### src/rtl/tile_update_ctrl_pkg.sv
// tile_update_ctrl_pkg: tile codes, map geometry and shared types for the tile-update path.
package tile_update_ctrl_pkg;
    localparam int MAP_COLS = 40;
    localparam int MAP_ROWS = 12;
    localparam logic [5:0] TILE_B  = 6'd0;
    localparam logic [5:0] TILE_D  = 6'd3;
    localparam logic [5:0] TILE_J  = 6'd9;
    localparam logic [5:0] TILE_GY = 6'd28;
    localparam logic [5:0] TILE_DY = 6'd34;
    typedef enum logic [1:0] {IDLE, WRITE, BUMP} state_t;
    typedef struct packed {
        logic [5:0] block;
        logic       point;
        logic [3:0] row;
        logic [5:0] col;
    } req_t;
endpackage

### src/rtl/tile_update_ctrl_bcd_counter4.sv
// bcd_counter4: 4-digit saturating BCD incrementer; rollover flags a 99->00 wrap of the low two digits.
module bcd_counter4 #(
    parameter logic [15:0] MAX = 16'h9999,
    parameter bit ROLL_EN = 1'b0
) (
    input  logic        clk,
    input  logic        rst_n,
    input  logic        inc,
    output logic [15:0] count,
    output logic        rollover
);
    logic [15:0] count_nx;
    logic [3:0] carry;
    logic sat;
    assign sat = count == MAX;
    assign carry[0] = 1'b1;
    assign carry[1] = count[3:0] == 4'd9;
    assign carry[2] = carry[1] && count[7:4] == 4'd9;
    assign carry[3] = carry[2] && count[11:8] == 4'd9;
    always_comb begin
        count_nx = count;
        for (int i = 0; i < 4; i++)
            count_nx[4*i +: 4] = carry[i] ? (count[4*i +: 4] == 4'd9 ? 4'd0 : count[4*i +: 4] + 4'd1) : count[4*i +: 4];
    end
    assign rollover = ROLL_EN && inc && !sat && count[7:0] == 8'h99;
    always_ff @(posedge clk) begin
        if (!rst_n)
            count <= '0;
        else if (inc && !sat)
            count <= count_nx;
    end
endmodule

### src/rtl/tile_update_ctrl.sv
// tile_update_ctrl: commits one tile-map write per resolver hit, keeps the BCD coin score, animates the bump.
// Define TILE_UPDATE_EXTRA_LIFE_EN to generate the extra_life pulse on every 100th coin.
module tile_update_ctrl
    import tile_update_ctrl_pkg::*;
#(
    parameter int BUMP_FRAMES = 8,
    parameter int BUMP_STEP = 2,
    parameter logic [15:0] SCORE_MAX = 16'h9999
) (
    input  logic        clk,
    input  logic        rst_n,
    input  logic        frame_tick,
    input  logic        req_valid,
    input  logic [5:0]  req_block,
    input  logic        req_point,
    input  logic [5:0]  req_col,
    input  logic [3:0]  req_row,
    output logic        ram_we,
    output logic [9:0]  ram_addr,
    output logic [5:0]  ram_wdata,
    output logic        busy,
    output logic        bump_active,
    output logic [5:0]  bump_col,
    output logic [3:0]  bump_row,
    output logic [4:0]  bump_offset,
    output logic [15:0] score_bcd,
    output logic        point_pulse,
    output logic        drop_pulse,
    output logic        extra_life
);
    localparam int SW = $clog2(BUMP_FRAMES);
`ifdef TILE_UPDATE_EXTRA_LIFE_EN
    localparam bit EXTRA_LIFE = 1'b1;
`else
    localparam bit EXTRA_LIFE = 1'b0;
`endif
    state_t state, state_nx;
    req_t cur, pend, incoming;
    logic pend_valid, prev_valid, new_req, launch, store, idle, last_step;
    logic [9:0] prev_addr;
    logic [SW-1:0] step, step_nx, mirror;
    logic [4:0] offset_nx;
    assign incoming = {req_block, req_point, req_row, req_col};
    // The resolver repeats a hit for several cycles; only a fresh address or a rising valid counts.
    assign new_req = req_valid && (!prev_valid || {req_row, req_col} != prev_addr);
    assign idle = state == IDLE;
    assign launch = idle && (pend_valid || new_req);
    assign store = new_req && (idle ? pend_valid : !pend_valid);
    assign last_step = frame_tick && step == SW'(BUMP_FRAMES - 1);
    assign step_nx = step + 1'b1;
    assign mirror = SW'(BUMP_FRAMES - 1) - step_nx;
    assign offset_nx = 5'((step_nx < mirror ? step_nx : mirror) * BUMP_STEP);
    assign ram_we = state == WRITE;
    assign ram_addr = {cur.row, cur.col};
    assign ram_wdata = cur.block;
    assign point_pulse = ram_we && cur.point;
    assign busy = !idle;
    assign bump_active = state == BUMP;
    always_comb begin
        state_nx = state;
        case (state)
            IDLE:    state_nx = launch ? WRITE : IDLE;
            WRITE:   state_nx = BUMP;
            BUMP:    state_nx = last_step ? IDLE : BUMP;
            default: state_nx = IDLE;
        endcase
    end
    always_ff @(posedge clk) begin
        if (!rst_n) begin
            state <= IDLE;
            cur <= '0;
            pend <= '0;
            pend_valid <= 1'b0;
            prev_valid <= 1'b0;
            prev_addr <= '0;
            step <= '0;
            bump_offset <= '0;
            bump_row <= '0;
            bump_col <= '0;
            drop_pulse <= 1'b0;
        end else begin
            state <= state_nx;
            prev_valid <= req_valid;
            prev_addr <= {req_row, req_col};
            pend_valid <= store || (pend_valid && !idle);
            drop_pulse <= new_req && !idle && pend_valid;
            if (store)
                pend <= incoming;
            if (launch)
                cur <= pend_valid ? pend : incoming;
            if (state == WRITE) begin
                bump_row <= cur.row;
                bump_col <= cur.col;
                step <= '0;
                bump_offset <= '0;
            end else if (state == BUMP && frame_tick) begin
                step <= step_nx;
                bump_offset <= last_step ? 5'd0 : offset_nx;
            end
        end
    end
    bcd_counter4 #(.MAX(SCORE_MAX), .ROLL_EN(EXTRA_LIFE)) u_score (
        .clk(clk),
        .rst_n(rst_n),
        .inc(point_pulse),
        .count(score_bcd),
        .rollover(extra_life)
    );
endmodule
### config.mk
export PLATFORM = sky130hd
export DESIGN_NAME = tile_update_ctrl
export DESIGN_NICKNAME = d
export VERILOG_FILES = /design/src/rtl/tile_update_ctrl_pkg.sv /design/src/rtl/tile_update_ctrl_bcd_counter4.sv /design/src/rtl/tile_update_ctrl.sv
export SDC_FILE = /design/constraint.sdc
export NUM_CORES = 1
export LEC_CHECK = 0
export CORE_ASPECT_RATIO = 1.5
export CORE_UTILIZATION = 30
export CTS_CLUSTER_SIZE = 25
export DETAILED_ROUTE_END_ITERATION = 6
export PLACE_DENSITY_LB_ADDON = 0.2
export SYNTH_ARGS = -nofsm -noshare
export SYNTH_HDL_FRONTEND = slang
export SYNTH_HIERARCHICAL = 1
export SYNTH_SLANG_ARGS = --single-unit
### constraint.sdc
create_clock -name clk -period 2.9 [get_ports clk]
set_clock_uncertainty 0.1 [all_clocks]
set_input_delay 0.58 -clock clk [delete_from_list [all_inputs] [get_ports clk]]
set_output_delay 0.58 -clock clk [all_outputs]
set_load 0.01 [all_outputs]
==> flow_summary.json, run 1 <==
{
  "rsz0062_at_grt": "false",
  "grt_pass1_vias": 3869,
  "wl_um": 11600,
  "antenna_cells": 0,
  "dieArea_mm2": 0.0149,
  "cts_tree": "yes",
  "gp_congestion": 0.775,
  "cp_cell_sequence": "nand2b_1 -> inv_1 -> and2_1 -> clkdlybuf4s50_1",
  "critPathCaptureType": "primary output",
  "final_util_pct": 38.2,
  "cp_slowest_cell": "clkdlybuf4s50_1",
  "cts.path.max_buffers": 2,
  "regArea_mm2": 0.00160,
  "fin_crit_ns": 2.45,
  "internal-power_mw": 2.12,
  "setup_slack_ns": 0.448,
  "crit_required_ns": 2.22,
  "place_ws_ns": 0.343,
  "cp_data_arrival_time_ns": 1.77,
  "postCtsSetupBuffers": 0,
  "ioPinCount": 74,
  "yosys_warnings": 6,
  "die_y_um": 149,
  "antenna_found_initial": 0,
  "switching_share_pct": 28.8,
  "overflow": 0,
  "firstDrtPassIters": 4,
  "start_util_pct": 30.8,
  "setup_viol": 0,
  "postSynthCellCount": 531,
  "dp_hpwl_um": 8130,
  "clk_latency_ns": 0.34,
  "vias": 3986,
  "path_class": "reg2out",
  "finalInstanceArea_mm2": 0.00535,
  "cts.sinks": 80,
  "drt_iter0_markers": 341,
  "synth_edf_count": 0,
  "switchingPower_mw": 0.856,
  "multi_input_area_mm2": 0.00236,
  "dieWidth_um": 99.9,
  "hold_buffers": 0,
  "power_density_mw_per_mm2": 557,
  "clk_pin_slew_ns": 0.06,
  "wl_per_cell_um": 15.2,
  "io_buffers": 69,
  "fillers": 1456,
  "clockRootBuffer": "clkbuf_16",
  "hold_viol": 0,
  "grt_max_degree": 40,
  "synth.avg_cell_area_um2": 8.12,
  "relSlewSlack_pct": 55.0,
  "finalPower_mw": 2.98,
  "drive_above_1_share_pct": 7.85,
  "rows": 53,
  "grt_first_pass_wirelength_um": 19400,
  "maxCapViolations": 0,
  "area_delta_synth_final_pct": 24.0,
  "htreeDepth": 3,
  "vias_per_cell": 5.21,
  "p_clk_share_pct": 36.7,
  "comb_power_share_pct": 20.0,
  "synth-main-ff-cell": "dfxtp_1",
  "cp-start-kind": "register",
  "async_flop_share_pct": 0,
  "synth_seq_cells": 80,
  "peakVddDrop_mv": 0.254,
  "min_period_over_period_pct": 84.6,
  "syn_area_mm2": 0.00431,
  "post_cts_resized": 0,
  "max_stage_delay_ns": 0.59,
  "route.detailed.drc": 0,
  "detail-route-antenna-nets": 0,
  "path_max_fanout": 8,
  "synth_cell_type_count": 53,
  "placed_cell_area_mm2": 0.00506,
  "hp-class": "reg2reg",
  "core-area_mm2": 0.0140,
  "fin_tns_setup_ns": 0,
  "max_freq_mhz": 408,
  "yosysSeqAreaShare_pct": 37.2,
  "nets": 592,
  "grt_use_total_pct": 16.3,
  "leakagePower_nw": 1.91,
  "tightestPinTransition_ns": 0.669,
  "status": "finished, final reports clean",
  "p_seq_share_pct": 43.3,
  "drv_slew": 0,
  "cts_buffers": 9
}
-- critical path: cells and delay by family, from the launching register on --
kind | cells | cell delay, ns
AND/OR/NAND/NOR | 2 | 0.44
buffers and inverters | 2 | 0.66
flip-flops | 1 | 0.33
-- routing by layer --
layer / track usage [%] / vias up / share of wire (%)
met5: 0 / - / 0
met4: 7.21 / 0 / 2.0
met3: 2.48 / 16 / 3.8
met2: 27.7 / 106 / 50
met1: 20.4 / 1884 / 44
li1: - / 1980 / -
-- logic make-up after synthesis --
family,Yosys count,synth area share [%]
flip-flops,80,37.2
AND/OR/NAND/NOR,213,25.7
other,2,0.174
XOR/XNOR,14,2.85
buffers and inverters,69,8.30
AO/OA/AOI/OAI,144,23.6
adder cells (fa/ha/maj),3,0.871
multiplexers,6,1.39
-- flip-flops by register name, summed over array words and instances (netlist names), 3 cells and up --
signal         count
pend              17
ram_wdata          6
step               3
bump_col           6
bump_row           4
u_score/count     16
prev_addr         10
ram_addr          10
-- placed cells by master (no fill, tap or decap), drive strengths merged, types with 11 or more instances in the layout --
master and n:
clkdlybuf4s50 68, nand3 15, clkbuf 13, a21oi 23
nor2 39, nand2 73, buf 17, xnor2 11
and2 24, or4 20, a22oi 17, a221oi 17
o21ai 40, dfxtp 80, a211oi 18
-- synth_stat cells, types with 3 or more instances --
| library cell | number | share of area, % |
|---|---|---|
| o21ai_0 | 40 | 4.6 |
| and3_1 | 8 | 1.2 |
| and2_1 | 24 | 3.5 |
| nand2_1 | 73 | 6.4 |
| xnor2_1 | 11 | 2.2 |
| a221oi_1 | 8 | 1.6 |
| nor2b_1 | 5 | 0.73 |
| buf_4 | 20 | 3.5 |
| dfxtp_1 | 80 | 37 |
| nor3_1 | 4 | 0.46 |
| buf_2 | 4 | 0.46 |
| a221oi_2 | 9 | 3.1 |
| a21oi_1 | 23 | 2.7 |
| a211oi_1 | 18 | 3.1 |
| nor2_1 | 38 | 3.3 |
| a21boi_0 | 10 | 1.7 |
| xor2_1 | 3 | 0.61 |
| inv_1 | 8 | 0.70 |
| nand3_1 | 15 | 1.7 |
| clkbuf_1 | 33 | 2.9 |
| ha_1 | 3 | 0.87 |
| or4_1 | 20 | 3.5 |
| a22oi_1 | 17 | 3.0 |
| o2111ai_1 | 7 | 1.4 |
| mux2i_1 | 6 | 1.4 |
| nand2b_1 | 3 | 0.44 |
| o31ai_1 | 3 | 0.52 |
| nand4_1 | 4 | 0.58 |
-- power groups by stage --
stage | logic, mW | registers, mW | clock network, mW
finish | 0.594 | 1.29 | 1.09
global route | 0.656 | 1.30 | 1.17
CTS | 0.600 | 1.29 | 1.13
detailed placement | 0.597 | 1.31 | 0
global placement | 0.585 | 1.31 | 0
floorplan | 0.416 | 1.28 | 0
-- per-stage QoR --
stage / hold slack (ns) / std cells
floorplan: 0.369 / 533
global placement: 0.358 / 749
detailed placement: 0.363 / 749
CTS: 0.371 / 765
global route: 0.389 / 765
finish: 0.362 / 765
-- path summary, 6_finish.rpt --
path                             startpoint               end  slack [ns]  cells after the start
worst max-delay path               state[1]       point_pulse        0.45                      4
worst min-delay path            bump_col[1]       bump_col[1]        0.36                      2
worst max register to register     state[1]  u_score/count[9]        0.71                      7
worst min register to register  bump_col[1]       bump_col[1]        0.36                      2
-- area by class of cell --
cell class                      count  area share [%]
Clock buffer                       13            5.06
Tap cell                          192            4.49
Timing Repair Buffer               85            15.5
Inverter                            8           0.562
Multi-Input combinational cell    384            44.1
Clock inverter                      3           0.281
Sequential cell                    80            30.0
No activity file was read; power rests on OpenSTA's default activity.
==> inputs of run 2 (changes only) <==
==> constraint.sdc (replaced) <==
create_clock -name clk -period 2.3 [get_ports clk]
set_clock_uncertainty 0.1 [all_clocks]
set_input_delay 0.46 -clock clk [delete_from_list [all_inputs] [get_ports clk]]
set_output_delay 0.46 -clock clk [all_outputs]
set_load 0.01 [all_outputs]
==> flow_summary.json, run 2 (synthesis results as in run 1) <==
{
  "status": "finished, final reports clean",
  "cp-start-kind": "input pin",
  "max_freq_mhz": 466,
  "min_period_over_period_pct": 93.3,
  "core-area_mm2": 0.0140,
  "die_y_um": 149,
  "regArea_mm2": 0.00160,
  "cp_data_arrival_time_ns": 2.28,
  "fillers": 1430,
  "setup_viol": 0,
  "wl_per_cell_um": 15.0,
  "firstDrtPassIters": 5,
  "crit_family": "compound AO/OA/AOI/OAI gates",
  "io_buffers": 69,
  "hp-class": "reg2reg",
  "finalPower_mw": 4.10,
  "leakagePower_nw": 2.07,
  "cp_cell_sequence": "clkdlybuf4s50_1 -> xnor2_1 -> nand4_2 -> o41a_1 -> buf_12 -> a221oi_1",
  "max_stage_delay_ns": 0.49,
  "clockRootBuffer": "clkbuf_16",
  "grt_use_total_pct": 16.4,
  "htreeDepth": 3,
  "cts.path.max_buffers": 2,
  "final_cells": 787,
  "place_inst": 771,
  "final_cell_mix": "80 x dfxtp_1, 73 x nand2_1, 66 x clkdlybuf4s50_1, 40 x o21ai_0, 38 x nor2_1",
  "wl_um": 11800,
  "hold_buffers": 0,
  "vias": 4087,
  "area_delta_synth_final_pct": 30.3,
  "rows": 53,
  "overflow": 0,
  "peakVddDrop_mv": 0.350,
  "nets": 614,
  "clk_latency_ns": 0.33,
  "path_max_fanout": 18,
  "tightestPinTransition_ns": 0.572,
  "antenna_cells": 0,
  "grt_first_pass_wirelength_um": 19400,
  "dp_hpwl_um": 8280,
  "relSlewSlack_pct": 61.8,
  "drt_iter0_markers": 190,
  "path_class": "in2reg",
  "path_buf_inv": 2,
  "power_density_mw_per_mm2": 731,
  "largest_register_ffs": 17,
  "final_common_cell": "dfxtp_1",
  "grt_pass1_vias": 3817,
  "grt_max_degree": 39,
  "dieWidth_um": 99.9,
  "top_register": "pend",
  "hold_viol": 0,
  "crit_required_ns": 2.43,
  "critPathCaptureType": "register",
  "cts.sinks": 80,
  "antenna_found_initial": 0,
  "fin_crit_ns": 2.15,
  "cp_slowest_cell": "o41a_1",
  "drive_above_1_share_pct": 11.6,
  "clk_pin_slew_ns": 0.06,
  "cts_buffers": 9,
  "route.detailed.drc": 0,
  "dieArea_mm2": 0.0149,
  "multi_input_area_mm2": 0.00236,
  "gp_congestion": 0.819,
  "cts_tree": "yes",
  "rsz0062_at_grt": "false",
  "detail-route-antenna-nets": 0,
  "start_util_pct": 30.8,
  "reg_top3": "pend (17), u_score/count (16)",
  "ioPinCount": 74,
  "drv_slew": 0,
  "maxCapViolations": 0,
  "postCtsSetupBuffers": 0,
  "vias_per_cell": 5.19
}
[run 2: cell count changes in the layout (fill, tap and decap cells not counted)]
cell / change
and2_1: -1
and2_2: +1
buf_12: +2
buf_4: +20
bufinv_16: +3
clkbuf_1: -1
clkbuf_8: -1
clkdlybuf4s50_1: -2
clkinv_2: -2
clkinvlp_4: +1
dlygate4sd2_1: +1
dlymetal6s2s_1: +1
nor2_2: -1
nor2_4: +1
[run 2: per-layer routing]
layer / routed length [um] / global-route usage, % / up-vias
met4: 176 / 6.25 / 0
li1: - / - / 2013
met2: 6050 / 28.3 / 114
met3: 518 / 2.86 / 8
met5: 0 / 0 / -
met1: 5040 / 20.2 / 1952
[run 2: cell type report]
class	instances	area share (%)
well taps	192	4.28
clock buffers	11	4.50
flip-flops and latches	80	28.5
multi-input cells	384	42.1
inverters	8	0.535
repair buffers	107	18.2
clock inverters	5	1.83
[run 2: tightest hold or removal path, delay by kind of cell, from the launching register on]
kind | cells | cell delay (ns)
compound gates | 1 | 0.06
simple gates | 1 | 0.04
flops | 1 | 0.31
[run 2: report_power, final]
group          switching, mW  leakage (nW)  total (mW)  internal [mW]
clock network          0.575         0.172        1.69           1.12
registers             0.0990         0.656        1.62           1.52
logic                  0.420          1.24       0.793          0.374
total                   1.09          2.07        4.10           3.01
[run 2: worst paths after layout]
| kind | start | end | slack, ns | depth (start not counted) |
|---|---|---|---|---|
| min reg2reg | bump_row[2] | bump_row[2] | 0.36 | 2 |
| min | bump_row[2] | bump_row[2] | 0.36 | 2 |
| max | req_row[3] | ram_addr[9] | 0.15 | 6 |
| max reg2reg | u_score/count[3] | u_score/count[15] | 0.29 | 4 |
[run 2: repair_timing]
item	in CTS	in global routing
pin swaps	0	1
setup endpoints to repair	1	18
cloned	0	0
resized for setup	2	2
[run 2: per-stage QoR]
step / cell area, um^2 / utilization [%] / hold slack (ns) / setup TNS (ns) / setup slack, ns
after floorplan: 4320 / - / 0.369 / 0 / 0.0516
after global placement: 5250 / 37.5 / 0.358 / -3.87 / -0.214
after detailed placement: 5250 / 37.5 / 0.356 / -5.80 / -0.292
after CTS: 5610 / 40.1 / 0.365 / 0 / 0.0776
after global routing: 5610 / 40.1 / 0.391 / 0 / 0.0466
final: 5610 / 40.1 / 0.362 / 0 / 0.153
